--- config.mk ---
export PLATFORM = sky130hd
export DESIGN_NAME = conv_result_packer
export DESIGN_NICKNAME = d
export VERILOG_FILES = /design/src/rtl/conv_result_packer.sv
export SDC_FILE = /design/constraint.sdc
export NUM_CORES = 1
export LEC_CHECK = 0
export BUFFER_PORTS_ARGS = -buffer_cell sky130_fd_sc_hd__buf_2
export CAP_MARGIN = 10
export CORE_MARGIN = 2
export CORE_UTILIZATION = 51
export CTS_BUF_LIST = sky130_fd_sc_hd__clkbuf_8 sky130_fd_sc_hd__clkbuf_16
export DETAILED_ROUTE_END_ITERATION = 8
export PLACE_DENSITY = 0.76
export SETUP_SLACK_MARGIN = 0.05
export SYNTH_ARGS = -nofsm -noshare
export SYNTH_HDL_FRONTEND = slang
export SYNTH_SLANG_ARGS = --single-unit
--- constraint.sdc ---
create_clock -name i_clk -period 2.2 [get_ports i_clk]
set_input_delay 0.11 -clock i_clk [delete_from_list [all_inputs] [get_ports i_clk]]
set_output_delay 0.11 -clock i_clk [all_outputs]
set_load 0.03 [all_outputs]
--- src/rtl/conv_result_packer.sv ---
// Converts signed convolution results to 8-bit grey levels and packs four raster-order
// pixels per 32-bit word, writing each word to the VGA frame memory with a we/ack handshake.
module conv_result_packer #(
    parameter int IMG_W  = 512,
    parameter int IMG_H  = 480,
    parameter int ADDR_W = 16
) (
    input  logic              i_clk,
    input  logic              i_reset,
    input  logic              i_start,
    input  logic              i_mode,
    input  logic              i_pix_valid,
    input  logic [15:0]       i_pix_data,
    output logic              o_pix_ready,
    input  logic              i_flush,
    output logic              o_mem_we,
    output logic [ADDR_W-1:0] o_mem_addr,
    output logic [31:0]       o_mem_data,
    input  logic              i_mem_ack,
    output logic              o_busy,
    output logic              o_frame_done,
    output logic [1:0]        o_state
);
    localparam int COL_W = $clog2(IMG_W);
    localparam int ROW_W = $clog2(IMG_H);

    typedef enum logic [1:0] {
        S_IDLE  = 2'd0,
        S_PACK  = 2'd1,
        S_WRITE = 2'd2,
        S_DONE  = 2'd3
    } state_t;

    state_t            r_state;
    logic              r_mode;
    logic              r_last;
    logic              r_flush_pend;
    logic [ROW_W-1:0]  r_row;
    logic [COL_W-1:0]  r_col;
    logic [1:0]        r_lane;
    logic [31:0]       r_buf;
    logic [ADDR_W-1:0] r_word_addr;
    logic [ADDR_W-1:0] r_mem_addr;
    logic              r_pix_ready;
    logic              r_mem_we;
    logic              r_busy;
    logic              r_frame_done;

    logic              w_xfer;
    logic              w_col_wrap;
    logic              w_frame_end;
    logic              w_word_full;
    logic [1:0]        w_lane_after;
    logic [16:0]       w_abs;
    logic [7:0]        w_pix;
    logic [31:0]       w_buf_next;
    logic [ADDR_W-1:0] w_word_addr;
    logic [ADDR_W-1:0] w_addr_sel;

    // Handshake: a pixel moves when i_pix_valid and o_pix_ready are both high at a rising
    // edge; a word moves when o_mem_we and i_mem_ack are both high at a rising edge.
    assign w_xfer       = (r_state == S_PACK) && r_pix_ready && i_pix_valid;
    assign w_col_wrap   = (r_col == COL_W'(IMG_W - 1));
    assign w_frame_end  = w_xfer && w_col_wrap && (r_row == ROW_W'(IMG_H - 1));
    assign w_word_full  = w_xfer && (r_lane == 2'd3);
    assign w_lane_after = w_xfer ? (r_lane + 2'd1) : r_lane;
    assign w_word_addr  = ADDR_W'({r_row, r_col[COL_W-1:2]});
    // A word's address comes from its first pixel, which may be arriving right now.
    assign w_addr_sel   = (w_xfer && (r_lane == 2'd0)) ? w_word_addr : r_word_addr;

    always_comb begin
        w_abs = i_pix_data[15] ? (17'd0 - {1'b1, i_pix_data}) : {1'b0, i_pix_data};
        w_pix = 8'd0;
        if (i_pix_data[15]) begin
            if (r_mode) w_pix = (w_abs > 17'd255) ? 8'hFF : w_abs[7:0];
        end else begin
            w_pix = (i_pix_data > 16'd255) ? 8'hFF : i_pix_data[7:0];
        end
        w_buf_next = r_buf;
        w_buf_next[{r_lane, 3'b000} +: 8] = w_pix;
    end

    always_ff @(posedge i_clk) begin
        if (i_reset) begin
            r_state      <= S_IDLE;
            r_mode       <= 1'b0;
            r_last       <= 1'b0;
            r_flush_pend <= 1'b0;
            r_row        <= '0;
            r_col        <= '0;
            r_lane       <= '0;
            r_buf        <= '0;
            r_word_addr  <= '0;
            r_mem_addr   <= '0;
            r_pix_ready  <= 1'b0;
            r_mem_we     <= 1'b0;
            r_busy       <= 1'b0;
            r_frame_done <= 1'b0;
        end else begin
            case (r_state)
                S_IDLE: begin
                    r_frame_done <= 1'b0;
                    if (i_start) begin
                        r_mode       <= i_mode;
                        r_row        <= '0;
                        r_col        <= '0;
                        r_lane       <= '0;
                        r_buf        <= '0;
                        r_last       <= 1'b0;
                        r_flush_pend <= 1'b0;
                        r_pix_ready  <= 1'b1;
                        r_busy       <= 1'b1;
                        r_state      <= S_PACK;
                    end
                end
                S_PACK: begin
                    if (w_xfer) begin
                        r_buf  <= w_buf_next;
                        r_lane <= r_lane + 2'd1;
                        if (r_lane == 2'd0) r_word_addr <= w_word_addr;
                        if (w_col_wrap) begin
                            r_col <= '0;
                            r_row <= r_row + ROW_W'(1);
                        end else begin
                            r_col <= r_col + COL_W'(1);
                        end
                        if (w_frame_end) r_last <= 1'b1;
                    end
                    // A flush seen with a transfer applies after that pixel has been stored.
                    if (w_word_full || (i_flush && (w_lane_after != 2'd0))) begin
                        r_pix_ready  <= 1'b0;
                        r_mem_we     <= 1'b1;
                        r_mem_addr   <= w_addr_sel;
                        r_flush_pend <= i_flush;
                        r_state      <= S_WRITE;
                    end else if (i_flush) begin
                        r_pix_ready  <= 1'b0;
                        r_frame_done <= 1'b1;
                        r_state      <= S_DONE;
                    end
                end
                S_WRITE: begin
                    if (i_mem_ack) begin
                        r_mem_we <= 1'b0;
                        r_buf    <= '0;
                        r_lane   <= '0;
                        if (r_last || r_flush_pend) begin
                            r_frame_done <= 1'b1;
                            r_state      <= S_DONE;
                        end else begin
                            r_pix_ready <= 1'b1;
                            r_state     <= S_PACK;
                        end
                    end
                end
                S_DONE: begin
                    r_frame_done <= 1'b0;
                    r_busy       <= 1'b0;
                    r_state      <= S_IDLE;
                end
                default: r_state <= S_IDLE;
            endcase
        end
    end

    assign o_pix_ready  = r_pix_ready;
    assign o_mem_we     = r_mem_we;
    assign o_mem_addr   = r_mem_addr;
    assign o_mem_data   = r_buf;
    assign o_busy       = r_busy;
    assign o_frame_done = r_frame_done;
    assign o_state      = r_state;
endmodule
# ---- Yosys cells after proc, flatten, opt, wreduce, memory -nomap -nowiden
# Cells that the tools add are included.
dict set report totals {
  register_bits 93
  in_bits 23
  output_inout_bits 54
  wordCells 120
}
dict set report op_classes {
  n_addsub 5
  n_lt_le_gt_ge 2
  eq_ne 17
  shift 2
  n_mux 49
  reduce_logical 31
}
# op n
set ops {}
lappend ops {{32-bit two-way mux} 3}
lappend ops {{32-bit case mux with 3 select lines} 1}
lappend ops {{9-bit two-way mux} 5}
lappend ops {{9-bit case mux with 2 select lines} 2}
lappend ops {{32-bit bitwise mux} 1}
lappend ops {{8-bit two-way mux} 4}
lappend ops {{8-bit by 7-bit variable shift with 32-bit output (first input constant)} 1}
lappend ops {{8-bit by 7-bit variable part select with 32-bit output} 1}
lappend ops {{9-bit by 1-bit adder with 9-bit output (second input constant)} 2}
lappend ops {{9-bit == test (second input constant)} 2}
lappend ops {{2-bit != test (second input constant)} 9}
lappend ops {{3-bit AND reduction} 6}
lappend ops {{17-bit by 8-bit greater-than comparator with 1-bit output (second input constant)} 1}
lappend ops {{17-bit two-way mux} 1}
lappend ops {{1-bit by 17-bit subtractor with 17-bit output (first input constant)} 1}
lappend ops {{16-bit by 8-bit greater-than comparator with 1-bit output (second input constant)} 1}
lappend ops {{16-bit two-way mux} 1}
lappend ops {{2-bit two-way mux} 8}
lappend ops {{4-bit AND reduction} 4}
lappend ops {{1-bit two-way mux} 15}
lappend ops {{1-bit case mux with 2 select lines} 4}
lappend ops {{2-bit case mux with 4 select lines} 1}
lappend ops {{2-bit nonzero test} 4}
lappend ops {{1-bit logical AND} 7}
lappend ops {{other kinds (14)} 21}

# ---- Logic depth before layout (Yosys ltp)
dict set report depth {
  word_depth 10
  ltp_mapped 10
}

# ---- Least setup slack after synthesis
# Ideal clock, no wire load.
dict set report synth_timing {
  kind {register to register}
  from {register r_state[0] (netlist: o_state[0])}
  to {register r_buf[7] (netlist: o_mem_data[7])}
  setup_time_ns 0.079
  t_arrival_ns 2.437
  required_ns 2.121
  slack_ns -0.316
  path_stages_with_launch 10
  n_path_buf 1
  path_cell_list {dfxtp_1 inv_1 ha_1 nor2b_1 or3_1 or4_1 clkbuf_1 nor3_1 a21oi_1 o22ai_1}
}
dict set report synth_via {
  elab_chain_len 5
  elab_cells_between_ends 11
  classes_between {5 x eq/ne; 1 x mux; 5 x reduce/logical}
}
# element line
set synth_lines {}
lappend synth_lines {{start: declaration} 34} ;# state_t r_state;
lappend synth_lines {{start signal: assignment} 85} ;# r_state <= S_IDLE;
lappend synth_lines {{start signal: assignment} 113} ;# r_state <= S_PACK;
lappend synth_lines {{start signal: assignment} 135} ;# r_state <= S_WRITE;
lappend synth_lines {{2-bit by 1-bit == test with 1-bit output} {62, 100}}
lappend synth_lines {{1-bit logical AND (2 in a row)} 62} ;# assign w_xfer = (r_state == S_PACK) && r_pix_ready && i_pix_valid;
lappend synth_lines {{2-bit != test (no source line)} -}
lappend synth_lines {{4-bit AND reduction (no source line)} -}
lappend synth_lines {{end signal: assignment} 118} ;# r_buf <= w_buf_next;
lappend synth_lines {{end: declaration} 41} ;# logic [31:0] r_buf;
# Parallel ways exist; a longest one is shown, timed or not.
# A chain may end at the register's enable or synchronous reset.

# ---- Final worst setup path
dict set report layout_timing {
  from {register r_state[1] (netlist: o_state[1])}
  to {register r_buf[5] (netlist: o_mem_data[5])}
}
# The elaborated chain is that of the path after synthesis.

==> results.py <==
metrics = {
    "synthesis": {
        "avgSynthCellArea_um2": 8.509,
        "synth_edf_count": 0,
        "synth_cell_types": 51,
        "synth_async_sr_flop_share_pct": 0,
        "syn_nets": 562,
        "ys.flop_type": "dfxtp_1",
        "synth_area_mm2": 0.004484,
        "ys_ff_latch": 93,
        "yosysWarningCount": 0,
        "synthCells": 527,
        "yosysSeqAreaShare_pct": 41.52,
    },
    "routing": {
        "viasPerCell": 5.817,
        "antenna_left": 0,
        "num_vias": 4427,
        "detail_route.drc_violations": 0,
        "dr.pass1.iters": 5,
        "drt-initial-drc-count": 286,
        "finalWirelength_um": 12280,
        "routedWlPerCell_um": 16.13,
    },
    "power_and_ir_drop": {
        "p_sw_share_pct": 35.48,
        "comb_power_share_pct": 32.3,
        "intPower_mw": 3.025,
        "seqPwrFrac_pct": 39.9,
        "p_switching_mw": 1.663,
        "p_clk_share_pct": 27.8,
        "power_density_mw_per_mm2": 801.4,
        "irDropWorstVdd_v": 0.0004482,
        "leakage_nw": 2.533,
    },
    "placed_design": {
        "numPortBuffers": 76,
        "routabilityCongestion": 0.8904,
        "detailed_place_hpwl_um": 8626,
        "placedCellCount": 735,
    },
    "critical_path": {
        "cp.arrival_ns": 2.50,
        "r2r_start": "o_state[1]",
        "critPathKind": "reg -> reg",
        "worstSetupStartpointType": "flop",
        "required_ns": 2.49,
        "crit_path_start": "o_state[1]",
        "cp-end-kind": "flop",
        "crit_family": "simple AND/OR/NAND/NOR gates",
        "critical_path.cell_chain": "inv_2 > ha_4 > nor2b_4 > or3_4 > or4_4 > nor3_2 > a21oi_1 > o22ai_1",
        "cp_num_buf_inv": 1,
        "rr_worst_depth": 8,
        "critPathSlowestCell": "or4_4",
        "cp_max_fo": 5,
        "slowest_delay_ns": 0.63,
        "crit_cells": 8,
    },
    "sta": {
        "setup_viol": 1,
        "finalHoldViolCount": 0,
        "fin_hold_ws_ns": 0.04573,
        "skew_ns": 0.01712,
        "timing.final.crit_period_ns": 2.207,
        "worst_slack_ns": -0.007051,
        "tightest_slew_ns": 0.6108,
        "rsz0062_at_grt": "true",
        "max_freq_ghz": 0.4531,
        "min_period_over_period_pct": 100.3,
        "relSlewSlack_pct": 59.20,
        "maxSlewViolCount": 0,
    },
    "finish": {
        "layout.cells.non_filler": 761,
        "mostFrequentLayoutCells": "88 x dfxtp_1, 73 x buf_2, 70 x nor2_1",
        "num-nets-final": 683,
        "layout_commonest_cell": "dfxtp_1",
        "synthToLayoutAreaGrowth_pct": 30.47,
        "diodes": 0,
        "drive_gt1_share_pct": 30.02,
    },
    "floorplanning": {
        "num_rows": 34,
        "die_x_um": 97.77,
        "coreArea_mm2": 0.008636,
        "start_util_pct": 51.93,
        "ios": 77,
        "die_area_mm2": 0.009559,
        "die_y_um": 97.77,
    },
    "clocking": {
        "postCtsHoldBufs": 0,
        "clockRootBuffer": "clkbuf_8",
        "clock_latency_ns": 0.37,
        "clkSinkCount": 93,
        "numCtsBuffers": 9,
        "cts_max_path_buffers": 2,
        "cts_tree": "done",
        "htreeDepth": 3,
        "clk_pin_slew_ns": 0.10,
    },
    "global_routing": {
        "grt_max_degree": 44,
        "grt_pass1_wl_um": 19520,
        "antenna_found_initial": 0,
        "grt_pass1_vias": 4077,
        "overflow": 0,
        "track_usage_pct": 24.75,
    },
    "worst_hold_path": {
        "hp-class": "in -> reg",
        "min_from": "i_mode",
        "min_path_cells": 3,
    },
    "status": {
        "violations": "setup timing",
        "status": "finished, violations left",
    },
    "run": {
        "cap_violations": 0,
    },
}
==> stage by stage <==
stage / TNS, ns / power (mW) / setup slack [ns] / utilization [%] / cell area (um2)
final: -0.007051 / 4.689 / -0.007051 / 67.75 / 5851
after global routing: -0.08821 / 4.897 / -0.05746 / 67.75 / 5851
after CTS: 0 / 4.585 / 0.05328 / 66.10 / 5708
after detailed placement: -7.993 / 3.293 / -0.3037 / 62.78 / 5421
after global placement: -6.550 / 3.267 / -0.2691 / 62.78 / 5421
after floorplan: 0 / 2.770 / 0.03033 / - / 4612
==> cell usage after synthesis (10+ instances only) <==
| cell | count | area share (%) |
|---|---|---|
| dfxtp_1 | 93 | 42 |
| nor2_1 | 71 | 5.9 |
| nand2_1 | 48 | 4.0 |
| a21oi_1 | 35 | 3.9 |
| mux2i_1 | 24 | 5.4 |
| o21ai_0 | 23 | 2.6 |
| a211oi_1 | 19 | 3.2 |
| clkbuf_1 | 19 | 1.6 |
| nand3_1 | 17 | 1.9 |
| nor3_1 | 17 | 1.9 |
| o22ai_1 | 16 | 2.2 |
| inv_1 | 13 | 1.1 |
| ha_1 | 12 | 3.3 |
| o21ai_1 | 11 | 1.2 |
| and3_1 | 10 | 1.4 |
==> worst paths after layout <==
kind	slack, ns	endpoint
worst max-delay path	-0.007	o_mem_data[5]
worst min-delay path	0.05	r_mode
worst max register to register	-0.007	o_mem_data[5]
worst min register to register	0.45	o_mem_data[26]
==> power groups by stage <==
stage | Combinational (mW) | Sequential (mW) | Clock [mW]
CTS | 1.42 | 1.86 | 1.30
floorplan | 0.770 | 2.00 | 0
global route | 1.63 | 1.88 | 1.39
global placement | 1.37 | 1.90 | 0
finish | 1.52 | 1.87 | 1.30
detailed placement | 1.40 | 1.90 | 0
==> cell families after synthesis <==
logic type               after synthesis  share of synthesized area (%)
AO/OA/AOI/OAI                        129                          18.92
buffers and inverters                 34                          2.874
XOR/XNOR                              16                          3.125
flip-flops                            93                          41.52
adder cells (fa/ha/maj)               12                          3.348
AND/OR/NAND/NOR                      219                          24.86
multiplexers                          24                          5.357
==> sequential cells by signal (all words and copies together) (netlist names), 2 cells and up <==
name	count
o_state	2
o_mem_addr	16
o_mem_data	32
r_lane	2
r_col	9
r_word_addr	16
r_row	9
==> timing repair <==
item / CTS / global route
resized for setup: 5 / 28
gates cloned: 0 / 0
buffers inserted: 4 / 6
pin swaps: 1 / 13
setup endpoints to repair: 18 / 40
==> metal layers <==
metal,vias up,global-route usage (%),share of wire (%)
li1,2147,-,-
met1,2055,32.16,42
met2,194,40.74,47
met3,31,4.581,7.7
met4,0,10.26,2.6
met5,-,0,0
==> worst reg2reg max path, delay by kind of cell, from the launching register on <==
kind / cells / cell delay (ns)
simple gates: 4 / 1.31
flops: 1 / 0.39
compound gates: 2 / 0.24
fa+ha+maj: 1 / 0.15
buf+inv: 1 / 0.06
==> layout make-up <==
type / count / area [um2]
fillers: 708 / 2785
multi-input cells: 400 / 2671
flip-flops and latches: 93 / 1873
repair buffers: 131 / 869.6
well taps: 108 / 135.1
clock buffers: 9 / 123.9
clock inverters: 7 / 106.4
inverters: 13 / 71.32
No activity file was read; power rests on OpenSTA's default activity.
